$ cat src/rtl/ring_input_buffer.sv
// Ring input stage: accepts upstream packets into even/odd VC slots and routes each
// slot to the local PE (hop==0) or to the next hop with the hop field decremented.
`default_nettype none

module ring_input_buffer #(
  parameter int DATA_WIDTH = 64,
  parameter int VC_BIT     = 63,
  parameter int HOP_LSB    = 48,
  parameter int HOP_WIDTH  = 8
) (
  input  logic                  clk,
  input  logic                  rst_n,
  input  logic                  polarity_i,
  input  logic                  si_i,
  output logic                  ri_o,
  input  logic [DATA_WIDTH-1:0] di_i,
  output logic                  request_pe_even_o,
  output logic                  request_pe_odd_o,
  input  logic                  grant_pe_even_i,
  input  logic                  grant_pe_odd_i,
  output logic [DATA_WIDTH-1:0] data_pe_even_o,
  output logic [DATA_WIDTH-1:0] data_pe_odd_o,
  output logic                  request_out_even_o,
  output logic                  request_out_odd_o,
  input  logic                  grant_out_even_i,
  input  logic                  grant_out_odd_i,
  output logic [DATA_WIDTH-1:0] data_out_even_o,
  output logic [DATA_WIDTH-1:0] data_out_odd_o,
  output logic                  err_o
);

  localparam logic [1:0] S_EMPTY    = 2'd0;
  localparam logic [1:0] S_HOLD_PE  = 2'd1;
  localparam logic [1:0] S_HOLD_OUT = 2'd2;
  localparam logic [1:0] S_DRAIN    = 2'd3;

  logic [1:0]            w_empty;
  logic [1:0]            w_req_pe;
  logic [1:0]            w_req_out;
  logic [1:0]            w_gnt_pe;
  logic [1:0]            w_gnt_out;
  logic [DATA_WIDTH-1:0] w_data_pe  [2];
  logic [DATA_WIDTH-1:0] w_data_out [2];
  logic                  w_accept;
  logic                  w_hop_zero;
  logic [DATA_WIDTH-1:0] w_fwd;
  logic                  err_q;
  logic                  err_d;

  assign w_gnt_pe  = {grant_pe_odd_i, grant_pe_even_i};
  assign w_gnt_out = {grant_out_odd_i, grant_out_even_i};

  // ri is forced low while reset is held, even though both slots are EMPTY.
  assign ri_o       = rst_n & w_empty[polarity_i];
  assign w_accept   = si_i & ri_o;
  assign w_hop_zero = (di_i[HOP_LSB +: HOP_WIDTH] == '0);

  always_comb begin
    w_fwd = di_i;
    w_fwd[HOP_LSB +: HOP_WIDTH] = di_i[HOP_LSB +: HOP_WIDTH] - HOP_WIDTH'(1);
  end

  for (genvar s = 0; s < 2; s++) begin : g_slot
    logic [1:0]            state_q, state_d;
    logic                  route_pe_q, route_pe_d;
    logic [DATA_WIDTH-1:0] data_pe_q, data_pe_d;
    logic [DATA_WIDTH-1:0] data_out_q, data_out_d;
    logic                  write;
    logic                  rel_grant;
    logic                  req_pe, req_out, empty;

    assign write     = w_accept & (polarity_i == 1'(s));
    assign rel_grant = route_pe_q ? w_gnt_pe[s] : w_gnt_out[s];

    always_ff @(posedge clk or negedge rst_n) begin
      if (!rst_n) begin
        state_q    <= S_EMPTY;
        route_pe_q <= 1'b0;
        data_pe_q  <= '0;
        data_out_q <= '0;
      end else begin
        state_q    <= state_d;
        route_pe_q <= route_pe_d;
        data_pe_q  <= data_pe_d;
        data_out_q <= data_out_d;
      end
    end

    always_comb begin
      state_d    = state_q;
      route_pe_d = route_pe_q;
      data_pe_d  = data_pe_q;
      data_out_d = data_out_q;
      case (state_q)
        S_EMPTY: begin
          if (write) begin
            route_pe_d = w_hop_zero;
            if (w_hop_zero) begin
              data_pe_d = di_i;
              state_d   = S_HOLD_PE;
            end else begin
              data_out_d = w_fwd;
              state_d    = S_HOLD_OUT;
            end
          end
        end
        S_HOLD_PE:  if (w_gnt_pe[s])  state_d = S_DRAIN;
        S_HOLD_OUT: if (w_gnt_out[s]) state_d = S_DRAIN;
        // Wait for the grant to fall so a long grant is consumed only once.
        S_DRAIN:    if (!rel_grant)   state_d = S_EMPTY;
        default:    state_d = S_EMPTY;
      endcase
    end

    always_comb begin
      req_pe  = (state_q == S_HOLD_PE);
      req_out = (state_q == S_HOLD_OUT);
      empty   = (state_q == S_EMPTY);
    end

    assign w_req_pe[s]   = req_pe;
    assign w_req_out[s]  = req_out;
    assign w_empty[s]    = empty;
    assign w_data_pe[s]  = data_pe_q;
    assign w_data_out[s] = data_out_q;
  end

  assign err_d = err_q | (si_i & ~ri_o) | (w_accept & (di_i[VC_BIT] != polarity_i));

  always_ff @(posedge clk or negedge rst_n) begin
    if (!rst_n) err_q <= 1'b0;
    else        err_q <= err_d;
  end

  assign request_pe_even_o  = w_req_pe[0];
  assign request_pe_odd_o   = w_req_pe[1];
  assign request_out_even_o = w_req_out[0];
  assign request_out_odd_o  = w_req_out[1];
  assign data_pe_even_o     = w_data_pe[0];
  assign data_pe_odd_o      = w_data_pe[1];
  assign data_out_even_o    = w_data_out[0];
  assign data_out_odd_o     = w_data_out[1];
  assign err_o              = err_q;

endmodule

`default_nettype wire

$ cat config.mk
export PLATFORM = sky130hd
export DESIGN_NAME = ring_input_buffer
export DESIGN_NICKNAME = d
export VERILOG_FILES = /design/src/rtl/ring_input_buffer.sv
export SDC_FILE = /design/constraint.sdc
export NUM_CORES = 1
export LEC_CHECK = 0
export CORE_MARGIN = 3
export CORE_UTILIZATION = 47
export DETAILED_ROUTE_END_ITERATION = 8
export PLACE_DENSITY = 0.87
export RECOVER_POWER = 25
export SLEW_MARGIN = 30
export SYNTH_ARGS = -nofsm -noshare
export SYNTH_HDL_FRONTEND = slang
export SYNTH_SLANG_ARGS = --single-unit
$ cat constraint.sdc
create_clock -name clk -period 2.3 [get_ports clk]
set_input_delay 0.46 -clock clk [delete_from_list [all_inputs] [get_ports clk]]
set_output_delay 0.46 -clock clk [all_outputs]
set_load 0.02 [all_outputs]
After elaboration in Yosys (flattened, before gate mapping) --
Index checks and enable logic that the tools add are counted.
Storage, ports and cells: bits in registers 263, bits in latches 0, memory bits (writable) 0, ROM bits 0, bits of input ports 72, output and inout port bits 262, memories 0
Operators by class: add/sub/neg operators 1, multipliers 0, divide/modulo/power cells 0, $lt $le $gt $ge 1, equal/unequal tests 15, shift operators 0, multiplexer cells 15, bitwise logic cells 11, reduce and logical (&&, ||, !) cells 11
Operator list (number):
- 2-bit 2-to-1 mux | 9
- 2-bit case mux with 4 select lines | 2
- 3-bit AND reduction | 4
- 2-bit == test (second input constant) | 4
- 8-bit zero test | 1
- 2-bit by 1-bit inequality test with 1-bit output (second input constant) | 4
- 2-bit inequality test (second input constant) | 4
- 4-bit AND reduction | 2
- 8-bit by 1-bit subtractor with 8-bit output (second input constant) | 1
- 1-bit AND | 6
- 2-bit by 1-bit == test with 1-bit output (second input constant) | 2
- 2-bit zero test | 2
- 1-bit 2-to-1 mux | 4
- 2-bit AND reduction | 2
- 1-bit NOT | 3
- 1-bit by 2-bit < comparator with 1-bit output (second input constant) | 1
- 1-bit bitwise OR | 2
- 1-bit inequality test | 1

Logic depth before layout (Yosys ltp) --
depth in word-level cells 8, mapped depth 7

Worst setup path after synthesis --
Ideal clock, no wire load.
kind input to register, start input port di_i[48], end register g_slot[1].data_out_q[4] (netlist: data_out_odd_o[4]), arrival 1979 ps, path slack 196 ps, stages on the path 6, cells stage by stage inv_1 -> ha_1 -> or3b_1 -> o21ai_2 -> buf_2 -> mux2_2
Between the ends: word-level cells in the longest chain between the ends 3
Ends and longest elaborated chain:
- start: declaration | line 16 | input logic [DATA_WIDTH-1:0] di_i,
- 8-bit zero test | line 56 | assign w_hop_zero = (di_i[HOP_LSB +: HOP_WIDTH] == '0);
- 1-bit NOT (no line)
- 3-bit AND reduction (no line)
- end signal: assignment | line 85 | data_out_q <= data_out_d;
- end: declaration | line 67 | logic [DATA_WIDTH-1:0] data_out_q, data_out_d;
No other way between the ends. A chain may end at the register's enable or synchronous reset.

Worst setup path after layout --
start register g_slot[0].state_q[0], end output port ri_o
Between the ends: word-level cells in the longest chain between the ends 4
Ends and longest elaborated chain:
- start: declaration | line 64 | logic [1:0] state_q, state_d;
- start signal: assignment | line 82 | state_q <= state_d;
- 2-bit zero test | line 118 | empty = (state_q == S_EMPTY);
- 1-bit 2-to-1 mux (implied by the code) (2 in a row) | line 54 | assign ri_o = rst_n & w_empty[polarity_i];
- 1-bit AND | line 54
- end: declaration | line 15 | output logic ri_o,
No other way between the ends. The select of a mux whose other input is x is not followed.

==> impl_metrics.csv <==
group,metric,value,unit
floorplan,die-area,0.0243,mm2
pwr,swShare,31.2,%
timing,fin_crit,2.18,ns
pwr,power.internal,0.0120,W
timing,rsz0062_at_grt,"no",
critical_path,crit_type,"reg -> out",
yosys,synthTopCellsByArea,"dfrtp_1 62%, mux2_4 14%, mux2_2 12%, mux2_1 2.7%, ha_1 1.4%",
clocking,insertion_delay,0.53,ns
drt,drt_first_iter_violations,247,
timing,setup_viol,0,
grt,grt_pass1_wl,42.2,mm
drt,dr.pass1.iters,4,
clocking,cts.sinks,263,
yosys,synthArstFlopShare,100,%
cells_and_area,final_nets,1080,
pwr,p_leak,7.38,nW
clocking,clock-root-buffer,"clkbuf_16",
min_path,min_path_type,"in -> async",
timing,worst_pin_slew,1.44,ns
yosys,synth_seq_cells,263,
pwr,seqPwrFrac,37.0,%
yosys,syn_area,0.0105,mm2
floorplan,core,0.0220,mm2
grt,grt-ovfl-total,0,
yosys,syn_nets,717,
critical_path,cp.arrival,1.72,ns
critical_path,cp-start-kind,"flip-flop",
job,cap_viol_max_count,0,
clocking,numCtsBuffers,28,
drt,vias_per_cell,5.12,
cells_and_area,drive_gt1_share,28.8,%
floorplan,die_y,156,um
yosys,synth_most_common_cell,"dfrtp_1",
critical_path,cp_num_buf_inv,2,
grt,grt_max_degree,146,
pwr,p_total,0.0175,W
yosys,synth_ff_type,"dfrtp_1",
timing,fin_worst_skew,0.0103,ns
floorplan,pin_count,334,
critical_path,cp_cell_sequence,"inv_1 -> ha_2 -> mux2i_1 -> nor2b_1 -> buf_2",
cells_and_area,antenna_cells,0,
floorplan,die_x,156,um
status,status,"completed",
yosys,synth_top_area_share,62.4,%
critical_path,cpMaxStageDelayCell,"dfrtp_1",
clocking,clk_path_buf_depth,3,
yosys,synthTopCellsByCount,"263 x dfrtp_1, 109 x mux2_2, 100 x mux2_4, 25 x mux2_1, 16 x nand2_1",
pwr,p_comb_share,34.6,%
timing,maxSlewHeadroom,3.89,%
critical_path,cp_slowest_stage_delay,0.41,ns
grt,grt_usage,21.9,%
drt,drc_errors,0,
timing,fin_crit_sh,94.7,%
yosys,synth_edf_count,0,
placement,dpl.hpwl,18.4,mm
pwr,powerDensity,1140,mW/mm2
yosys,yosys_warnings,0,
timing,fmax,459,MHz
yosys,synth.yosys.seq_area_share,62.4,%
grt,antenna_found_initial,0,
clocking,tritoncts,"built",
timing,hold-worst-slack,0.291,ns
yosys,synth_top_area_cell,"dfrtp_1",
cells_and_area,fin_util,70.0,%
pwr,ir_drop,0.623,mV
critical_path,required,1.84,ns
critical_path,critPathTopFamily,"flip-flops",
clocking,path_clk_slew,0.06,ns
cells_and_area,syn2layout_area_growth,45.8,%
critical_path,end_kind,"output port",
timing,tns,0,ns
floorplan,initial_core_util,48.0,%
floorplan,core.rowCount,54,
drt,wl,26.8,mm
timing,hold_violations,0,
clocking,htree_levels,1,
pwr,clkPwrFrac,28.4,%
critical_path,cp_max_fo,4,
yosys,syn_inst,633,
placement,gp_congestion,0.814,
yosys,syn_avg_cell_area,16.7,um2
drt,routedWlPerCell,20.7,um
timing,drv_slew,0,
placement,port-buffer-count,333,
grt,first_global_vias,7236,
cells_and_area,final_cells,1295,
drt,vias,6635,
drt,ant_nets,0,
yosys,synth_cell_type_count,34,
placement,dp.cells,1245,
pwr,p_sw,0.00546,W
## final timing paths
check / endpoint / slack, ns / from / depth (start not counted)
worst min register to register: err_o / 0.46 / err_o / 1
worst max-delay path: ri_o / 0.12 / g_slot[0].state_q[0] / 5
min in group clk: err_o / 0.46 / err_o / 1
max in group asynchronous: data_out_even_o[33] / 0.39 / rst_n / 3
worst max register to register: data_out_even_o[61] / 0.28 / g_slot[0].state_q[0] / 6
worst min-delay path: err_o / 0.29 / rst_n / 2
## layout by cell type, fill, tap and decap left out, drive strengths merged, types with 4 or more instances in the layout
cell           Yosys  routed
mux2i              5       5
nor2              11      11
buf               26      28
nand2             18      18
mux2             234     234
ha                12      12
clkbuf             1      36
dlygate4sd2        0       4
clkdlybuf4s50      0     327
o21ai             16      16
xnor2              6       6
inv               10      10
dfrtp            263     263
clkinv             0       5
bufinv             0       6
and2              12      12
## worst reg2reg max path: stages, from the launching register on
cell,delay [ns]
dfrtp_1,0.41
inv_1,0.14
ha_2,0.23
and4b_1,0.40
o21ai_4,0.14
buf_12,0.21
mux2_1,0.36
## logic make-up after synthesis
family / Yosys count / share of synthesized area [%]
XOR/XNOR: 7 / 0.581
AND/OR/NAND/NOR: 52 / 2.80
buffers and inverters: 37 / 2.48
flip-flops: 263 / 62.4
adder cells (fa/ha/maj): 12 / 1.42
multiplexers: 239 / 29.0
AO/OA/AOI/OAI: 23 / 1.30
## layer usage
| layer | part of all wire (%) | routed length (um) | global-route usage, % |
|---|---|---|---|
| met4 | 1.5 | 408 | 4.42 |
| met3 | 6.9 | 1860 | 5.94 |
| met5 | 0 | 0 | 0 |
| met1 | 39 | 10400 | 26.5 |
| met2 | 53 | 14100 | 39.5 |
## sequential cells by signal (all words and copies together) (netlist names)
signal and cells:
data_out_even_o 64, data_out_odd_o 64, data_pe_even_o 64, data_pe_odd_o 64, g_slot.state_q 4, g_slot.route_pe_q 2
err_o 1
## power by group through the flow
stage | Clock, W | Combinational [W] | Sequential, W
detailed placement | 0 | 0.00610 | 0.00653
CTS | 0.00506 | 0.00614 | 0.00648
global placement | 0 | 0.00597 | 0.00647
finish | 0.00497 | 0.00605 | 0.00647
global route | 0.00526 | 0.00638 | 0.00662
floorplan | 0 | 0.00148 | 0.00787
## layout make-up
type,instances,area (um2)
multi-input combinational,333,3720
timing repair buffer,360,3650
clock inverter,13,220
fill,1409,6580
tap,280,350
clock buffer,36,812
sequential,263,6580
inverter,10,37.5
## metrics by stage
step,cell area (um2),setup WS [ns]
finish,15400,0.121
global route,15400,0.00522
CTS,15400,0.0967
detailed placement,14400,-0.385
global placement,14400,-0.323
floorplan,10500,0.196
## timing repair
item	4_1_cts	5_1_grt
hold buffers	1	0
hold endpoints to repair	1	0
setup endpoints to repair	5	0
setup buffers	0	0
gates resized for setup	10	0
Power figures use the tool's default switching activity.
